### src/rtl/tdc_enc_pkg.sv
// tdc_enc_pkg
//   Shared encodings for the TDC raw-snapshot encoder: sample types,
//   operating modes, the default-geometry output record, a constant clog2
//   and the mode/type acceptance rule.
package tdc_enc_pkg;

    typedef enum logic [1:0] {
        TYPE_TOA  = 2'd0,
        TYPE_TOT  = 2'd1,
        TYPE_CAL  = 2'd2,
        TYPE_RSVD = 2'd3
    } tdc_type_e;

    typedef enum logic [1:0] {
        MODE_TOA     = 2'd0,
        MODE_TOA_TOT = 2'd1,
        MODE_CAL     = 2'd2,
        MODE_OFF     = 2'd3
    } tdc_mode_e;

    localparam int DEF_POS_W = 6;
    localparam int DEF_CNT_W = 3;

    // Output record for the default 63-tap / 3-bit-counter configuration.
    // The encoder declares the same layout locally so it follows its parameters.
    typedef struct packed {
        tdc_type_e              typ;
        logic [DEF_POS_W:0]     fine;
        logic [DEF_CNT_W-1:0]   coarse;
        logic                   err;
    } tdc_rec_t;

    function automatic int clog2(input int value);
        int r;
        r = 0;
        while ((1 << r) < value) r++;
        return r;
    endfunction

    // Reserved type is never accepted, whatever the mode.
    function automatic logic type_accepted(input logic [1:0] mode, input logic [1:0] typ);
        logic acc;
        case (mode)
            MODE_TOA:     acc = (typ == TYPE_TOA);
            MODE_TOA_TOT: acc = (typ == TYPE_TOA) || (typ == TYPE_TOT);
            MODE_CAL:     acc = (typ == TYPE_CAL);
            default:      acc = 1'b0;
        endcase
        return acc;
    endfunction

endpackage

### src/rtl/tdc_enc_fifo.sv
// tdc_enc_fifo
//   Synchronous FIFO, DEPTH a power of two (>= 2). A push while full is
//   ignored unless a pop happens in the same cycle; a pop while empty is
//   ignored. o_data shows the head straight from registered storage.
// Ports:
//   clk, rst_n         clock, async active-low reset
//   i_push, i_data     write request and data
//   i_pop              read request (head advances)
//   o_data             head entry
//   o_full, o_empty    status
//   o_level            occupied entries, 0..DEPTH
module tdc_enc_fifo
    import tdc_enc_pkg::*;
#(
    parameter int WIDTH = 8,
    parameter int DEPTH = 4
) (
    input  logic                     clk,
    input  logic                     rst_n,
    input  logic                     i_push,
    input  logic [WIDTH-1:0]         i_data,
    input  logic                     i_pop,
    output logic [WIDTH-1:0]         o_data,
    output logic                     o_full,
    output logic                     o_empty,
    output logic [clog2(DEPTH):0]    o_level
);

    localparam int AW = clog2(DEPTH);

    logic [WIDTH-1:0] r_mem [DEPTH];
    logic [AW-1:0]    r_wr_ptr;
    logic [AW-1:0]    r_rd_ptr;
    logic [AW:0]      r_level;
    logic             w_push;
    logic             w_pop;

    assign o_empty = (r_level == '0);
    assign o_full  = (r_level == (AW+1)'(DEPTH));
    assign w_pop   = i_pop && !o_empty;
    assign w_push  = i_push && (!o_full || w_pop);
    assign o_data  = r_mem[r_rd_ptr];
    assign o_level = r_level;

    always_ff @(posedge clk) begin
        if (w_push) r_mem[r_wr_ptr] <= i_data;
    end

    // Pointers are AW bits wide, so they wrap modulo DEPTH on their own.
    always_ff @(posedge clk or negedge rst_n) begin
        if (!rst_n) begin
            r_wr_ptr <= '0;
            r_rd_ptr <= '0;
            r_level  <= '0;
        end else begin
            if (w_push) r_wr_ptr <= r_wr_ptr + 1'b1;
            if (w_pop)  r_rd_ptr <= r_rd_ptr + 1'b1;
            case ({w_push, w_pop})
                2'b10:   r_level <= r_level + 1'b1;
                2'b01:   r_level <= r_level - 1'b1;
                default: r_level <= r_level;
            endcase
        end
    end

endmodule

### src/rtl/tdc_raw_encoder.sv
// tdc_raw_encoder
//   Encodes latched ring-oscillator snapshots (TOA, decimated TOT, CAL)
//   into {type, fine, coarse, err} records. Stage 1 filters by mode, stage 2
//   registers the encoded record, which is then pushed into an output FIFO
//   drained by valid/ready. Source is never backpressured: a record that
//   meets a full FIFO without a simultaneous pop is dropped and counted.
// Ports:
//   clk, rst_n                      clock, async active-low reset
//   i_mode                          0 TOA, 1 TOA+TOT, 2 CAL, 3 disabled
//   i_raw_valid/type/data           raw snapshot
//   i_raw_cnt_a, i_raw_cnt_b        ripple counters (posedge / negedge of mid tap)
//   o_out_valid, i_out_ready        output handshake
//   o_out_type/fine/coarse/err      FIFO head, zero while empty
//   o_fifo_level                    occupied entries
//   o_ovf_count                     saturating drop counter
module tdc_raw_encoder
    import tdc_enc_pkg::*;
#(
    parameter int NTAPS      = 63,
    parameter int CNT_W      = 3,
    parameter int POS_W      = clog2(NTAPS),
    parameter int FIFO_DEPTH = 4,
    parameter int OVF_W      = 8
) (
    input  logic                         clk,
    input  logic                         rst_n,
    input  logic [1:0]                   i_mode,
    input  logic                         i_raw_valid,
    input  logic [1:0]                   i_raw_type,
    input  logic [NTAPS-1:0]             i_raw_data,
    input  logic [CNT_W-1:0]             i_raw_cnt_a,
    input  logic [CNT_W-1:0]             i_raw_cnt_b,
    output logic                         o_out_valid,
    input  logic                         i_out_ready,
    output logic [1:0]                   o_out_type,
    output logic [POS_W:0]               o_out_fine,
    output logic [CNT_W-1:0]             o_out_coarse,
    output logic                         o_out_err,
    output logic [clog2(FIFO_DEPTH):0]   o_fifo_level,
    output logic [OVF_W-1:0]             o_ovf_count
);

    localparam int ND   = (NTAPS + 1) / 2;
    localparam int HALF = NTAPS / 2;

    typedef struct packed {
        logic [1:0]       typ;
        logic [POS_W:0]   fine;
        logic [CNT_W-1:0] coarse;
        logic             err;
    } rec_t;

    localparam int REC_W = $bits(rec_t);

    // Returns {err, pos}. Full ring: an edge is a pair of equal neighbours,
    // including the wrap pair (NTAPS-1, 0).
    function automatic logic [POS_W:0] find_edge_ring(input logic [NTAPS-1:0] t);
        logic [POS_W-1:0] p;
        logic             seen;
        logic             multi;
        p     = '0;
        seen  = 1'b0;
        multi = 1'b0;
        for (int i = 0; i < NTAPS; i++) begin
            if (t[i] == t[(i + 1) % NTAPS]) begin
                if (seen) multi = 1'b1;
                else begin
                    p    = POS_W'(i);
                    seen = 1'b1;
                end
            end
        end
        return {!seen || multi, p};
    endfunction

    // Decimated even taps alternate no longer, so the edge is a transition
    // between neighbouring samples; no wrap pair here.
    function automatic logic [POS_W:0] find_edge_tot(input logic [ND-1:0] d);
        logic [POS_W-1:0] p;
        logic             seen;
        logic             multi;
        p     = '0;
        seen  = 1'b0;
        multi = 1'b0;
        for (int j = 0; j < ND - 1; j++) begin
            if (d[j] != d[j + 1]) begin
                if (seen) multi = 1'b1;
                else begin
                    p    = POS_W'(j);
                    seen = 1'b1;
                end
            end
        end
        return {!seen || multi, p};
    endfunction

    logic               r_s1_valid;
    logic [1:0]         r_s1_type;
    logic [NTAPS-1:0]   r_s1_data;
    logic [CNT_W-1:0]   r_s1_cnt_a;
    logic [CNT_W-1:0]   r_s1_cnt_b;
    logic               r_s2_valid;
    rec_t               r_s2_rec;
    logic [OVF_W-1:0]   r_ovf_count;

    logic [POS_W:0]     w_ring;
    logic [POS_W:0]     w_tot;
    logic               w_is_tot;
    logic [POS_W-1:0]   w_pos;
    logic [POS_W:0]     w_tap_idx;
    rec_t               w_rec;
    rec_t               w_head;
    logic               w_full;
    logic               w_empty;
    logic               w_pop;
    logic               w_drop;

    always_ff @(posedge clk or negedge rst_n) begin
        if (!rst_n) begin
            r_s1_valid <= 1'b0;
            r_s1_type  <= '0;
            r_s1_data  <= '0;
            r_s1_cnt_a <= '0;
            r_s1_cnt_b <= '0;
        end else begin
            r_s1_valid <= i_raw_valid && type_accepted(i_mode, i_raw_type);
            if (i_raw_valid) begin
                r_s1_type  <= i_raw_type;
                r_s1_data  <= i_raw_data;
                r_s1_cnt_a <= i_raw_cnt_a;
                r_s1_cnt_b <= i_raw_cnt_b;
            end
        end
    end

    // The TOT polarity bit d[pos] equals raw_data[pos] because d occupies the
    // low bits of the snapshot, so one index serves both sample kinds.
    always_comb begin
        w_ring    = find_edge_ring(r_s1_data);
        w_tot     = find_edge_tot(r_s1_data[ND-1:0]);
        w_is_tot  = (r_s1_type == TYPE_TOT);
        w_pos     = w_is_tot ? w_tot[POS_W-1:0] : w_ring[POS_W-1:0];
        w_tap_idx = w_is_tot ? {w_pos, 1'b0} : {1'b0, w_pos};
        w_rec        = '0;
        w_rec.typ    = r_s1_type;
        w_rec.fine   = {w_pos, r_s1_data[w_pos]};
        w_rec.coarse = (w_tap_idx <= (POS_W+1)'(HALF)) ? r_s1_cnt_a : r_s1_cnt_b;
        w_rec.err    = w_is_tot ? w_tot[POS_W] : w_ring[POS_W];
    end

    always_ff @(posedge clk or negedge rst_n) begin
        if (!rst_n) begin
            r_s2_valid <= 1'b0;
            r_s2_rec   <= '0;
        end else begin
            r_s2_valid <= r_s1_valid;
            if (r_s1_valid) r_s2_rec <= w_rec;
        end
    end

    assign o_out_valid = !w_empty;
    assign w_pop       = o_out_valid && i_out_ready;
    assign w_drop      = r_s2_valid && w_full && !w_pop;

    tdc_enc_fifo #(
        .WIDTH (REC_W),
        .DEPTH (FIFO_DEPTH)
    ) u_fifo (
        .clk     (clk),
        .rst_n   (rst_n),
        .i_push  (r_s2_valid),
        .i_data  (r_s2_rec),
        .i_pop   (w_pop),
        .o_data  (w_head),
        .o_full  (w_full),
        .o_empty (w_empty),
        .o_level (o_fifo_level)
    );

    always_ff @(posedge clk or negedge rst_n) begin
        if (!rst_n) begin
            r_ovf_count <= '0;
        end else if (w_drop && (r_ovf_count != {OVF_W{1'b1}})) begin
            r_ovf_count <= r_ovf_count + 1'b1;
        end
    end

    assign o_ovf_count  = r_ovf_count;
    assign o_out_type   = o_out_valid ? w_head.typ    : '0;
    assign o_out_fine   = o_out_valid ? w_head.fine   : '0;
    assign o_out_coarse = o_out_valid ? w_head.coarse : '0;
    assign o_out_err    = o_out_valid ? w_head.err    : 1'b0;

endmodule

### config.mk
export PLATFORM = sky130hd
export DESIGN_NAME = tdc_raw_encoder
export DESIGN_NICKNAME = d
export VERILOG_FILES = /design/src/rtl/tdc_enc_pkg.sv /design/src/rtl/tdc_enc_fifo.sv /design/src/rtl/tdc_raw_encoder.sv
export SDC_FILE = /design/constraint.sdc
export NUM_CORES = 1
export LEC_CHECK = 0
export CAP_MARGIN = 10
export CORE_MARGIN = 2
export CORE_UTILIZATION = 59
export CTS_CLUSTER_SIZE = 28
export DETAILED_ROUTE_END_ITERATION = 10
export GPL_ROUTABILITY_DRIVEN = 0
export PLACE_DENSITY = 0.86
export REMOVE_ABC_BUFFERS = 1
export SYNTH_ARGS = -nofsm -noshare
export SYNTH_HDL_FRONTEND = slang
export SYNTH_SLANG_ARGS = --single-unit
### constraint.sdc
create_clock -name clk -period 4.8 [get_ports clk]
set_input_delay 0.72 -clock clk [delete_from_list [all_inputs] [get_ports clk]]
set_output_delay 0.72 -clock clk [all_outputs]
set_load 0.005 [all_outputs]
==> summary.md <==
| Metric | Value |
|---|---|
| Clock period minus worst slack | `4.64 ns` |
| Worst-path clk slew | `0.08 ns` |
| Number of diodes | `0` |
| Largest net degree at the start of global routing | `99` |
| Routed Antenna Nets | `0` |
| Slew Limit Headroom | `0.242` |
| Initial antenna violation count | `0` |
| Fmax achieved | `216 MHz` |
| Layout cells sized above 1 | `0.127` |
| Outcome | `completed` |
| Register area share after synthesis | `0.358` |
| Net Sw Frac | `0.357` |
| Count of different cell masters after synthesis | `93` |
| Seq cells post-synth | `153` |
| Syn_area_per_cell | `8.82 µm²` |
| Leakage | `0.00484 µW` |
| Global route total overflow | `0` |
| Gr usage total | `0.318` |
| Buffers on Ports | `101` |
| Async set-reset flop share out of synthesis | `0.660` |
| CTS tree | `built` |
| Power Internal | `3000 µW` |
| Fin Setup TNS | `0 ns` |
| Die width | `143 µm` |
| Cell Count, Final, Fillers Out | `1617` |
| Residual DRC count | `0` |
| Synth top area share | `0.221` |
| HP Class | `in -> async` |
| Crit path max fanout | `16` |
| Count leader, synth | `nand2_1` |
| CTS Sinks | `153` |
| EDFF count, synth | `52` |
| Root Driver | `clkbuf_16` |
| Slew at the pin with the worst max-slew slack | `1.14 ns` |
| Synth area leader | `dfrtp_1` |
| Drt pass-1 iters | `7` |
| Clk network pwr share | `0.301` |
| Synth area leaders | `dfrtp_1 22%, edfxtp_1 14%, mux2_2 5.8%` |
| Critical Path RT | `5.16 ns` |
| Slowest CP cell | `or4_1` |
| Die Area | `0.0205 mm²` |
| RSZ-0062 raised after global routing | `no` |
| Area delta synth->final | `15.8%` |
| Final period util | `0.966` |
| Sequential Power Share | `0.387` |
| Skew-Pair Late Insertion Delay | `0.44 ns` |
| Skew final | `0.0151 ns` |
| Synth cell count leaders | `118 x nand2_1, 101 x dfrtp_1, 93 x o21ai_0` |
| CP Launch Type | `register` |
| CTS Buffer Depth | `2` |
| Initial Utilization | `0.606` |
| CTS Buf Count | `17` |
| Via/cell ratio | `6.83` |
| H-tree levels | `4` |
| Comb pwr share | `0.312` |
| Crit-path most repeated cell | `nor2_1` |
| Initial DRC count | `1900` |
| Critical path class | `reg -> reg` |
| Max VDD drop | `0.279 mV` |
| Die height | `143 µm` |
| # rows | `50` |
| Via count | `11043` |
| Crit path largest cell delay | `0.74 ns` |
| Postcts setup bufs | `0` |
| # IOs | `102` |
| Mapped Cells | `1294` |
| WL/cell | `19.7 µm` |
| Post-Syn Area | `0.0114 mm²` |
| Cells along the critical path | `or3b_1, a22oi_4, nand4_2, or4_1, nor2_1, nand2_1, a221o_1, o21a_1, nor2_1, mux2_2, a211o_1, o31ai_1` |
| WL final | `31900 µm` |
| Dpl cells | `1585` |
| Yosys warning total | `0` |
| Pwr Density | `353 mW/mm²` |
| NetSw | `1670 µW` |
| Top_reg_cell synth | `dfrtp_1` |
| Final setup fails | `0` |
| CP Capture Type | `register` |
| Vias in the first global route | `9954` |
| Wire length of the first global-routing pass | `51600 µm` |
| Core footprint | `0.0188 mm²` |
| Post-DP HPWL | `23000 µm` |
| Final net count | `1428` |
| Max Slew Vio Count | `0` |
| CP arrival | `4.99 ns` |
| Max-Cap Viols | `0` |
| Final Hold Fails | `0` |
-- area by class of cell --
cell class,count,area [µm²]
multi-input cells,998,6770
fillers,1428,5610
flip-flops and latches,153,4090
repair buffers,137,1280
clock buffers,17,425
well taps,260,325
clock inverters,15,191
inverters,37,139
-- path summary, 6_finish.rpt --
| kind | to | cells after the start | start | slack [ns] |
|---|---|---|---|---|
| max in group asynchronous | r_s1_data[49] | 2 | rst_n | 3.49 |
| hold reg to reg | o_ovf_count[6] | 1 | o_ovf_count[6] | 0.50 |
| min in group clk | o_ovf_count[6] | 1 | o_ovf_count[6] | 0.50 |
| setup reg to reg | r_s2_rec[4] | 12 | r_s1_data[8] | 0.16 |
| setup / recovery | r_s2_rec[4] | 12 | r_s1_data[8] | 0.16 |
| hold / removal | r_s1_data[16] | 1 | rst_n | 0.35 |
-- worst max-delay path: cells and delay by family, from the launching register on --
family	cells	cell delay [ns]
AOI/OAI and AO/OA	5	1.36
muxes	1	0.38
DFF	1	0.58
and+or+nand+nor	6	2.24
-- power groups by stage --
stage | logic [µW] | clock network [µW] | registers [µW]
floorplan | 854 | 0 | 1780
global placement | 1380 | 0 | 1810
detailed placement | 1420 | 0 | 1830
CTS | 1440 | 1410 | 1800
global route | 1580 | 1470 | 1840
finish | 1450 | 1400 | 1810
-- logic make-up after synthesis --
group	after synthesis	synth area share
AND/OR/NAND/NOR	482	0.225
XOR/XNOR	34	0.0261
multiplexers	96	0.105
adder cells (fa/ha/maj)	10	0.0110
flip-flops	153	0.358
buffers and inverters	143	0.0497
AO/OA/AOI/OAI	376	0.225
-- routing by layer --
metal  part of all wire  global-route usage
met1               0.40               0.445
met2               0.44               0.488
met3               0.11              0.0604
met4              0.046               0.127
met5                  0                   0
-- sequential cells by signal (all words and copies together), names as in the netlist --
register and cells:
r_s1_cnt_a 3, r_s1_data 63, u_fifo.o_level 3, r_s1_cnt_b 3
r_s2_rec 13, o_ovf_count 8, u_fifo.r_mem 52, r_s2_valid 1
r_s1_valid 1, r_s1_type 2, u_fifo.r_wr_ptr 2, u_fifo.r_rd_ptr 2
-- per-stage QoR --
step / hold slack, ns / setup slack (ns) / power [µW] / utilization / instance area, µm²
after floorplan: 0.424 / 0.533 / 2630 / - / 11000
after global placement: 0.478 / 0.210 / 3190 / 0.668 / 12600
after detailed placement: 0.493 / 0.187 / 3250 / 0.668 / 12600
after CTS: 0.389 / 0.161 / 4650 / 0.701 / 13200
after global routing: 0.429 / 0.0109 / 4890 / 0.702 / 13200
final: 0.351 / 0.162 / 4670 / 0.702 / 13200
-- what timing repair did --
action                     in CTS  in global routing
hold buffers                    0                  0
gates resized for setup         0                  3
setup endpoints to repair       0                  1
-- cell usage in the layout, fill, tap and decap left out, types with 25 or more instances in the layout --
| cell type | count |
|---|---|
| dfrtp_1 | 100 |
| nor2b_1 | 38 |
| nand2_1 | 118 |
| a21oi_1 | 57 |
| o22ai_1 | 25 |
| mux2_2 | 59 |
| nor2_1 | 85 |
| nor3_1 | 28 |
| nand3_1 | 39 |
| inv_1 | 36 |
| buf_4 | 38 |
| edfxtp_1 | 52 |
| nand2b_1 | 33 |
| and2_1 | 27 |
| clkdlybuf4s50_1 | 99 |
| o21ai_0 | 93 |
No activity file was read; power rests on OpenSTA's default activity.
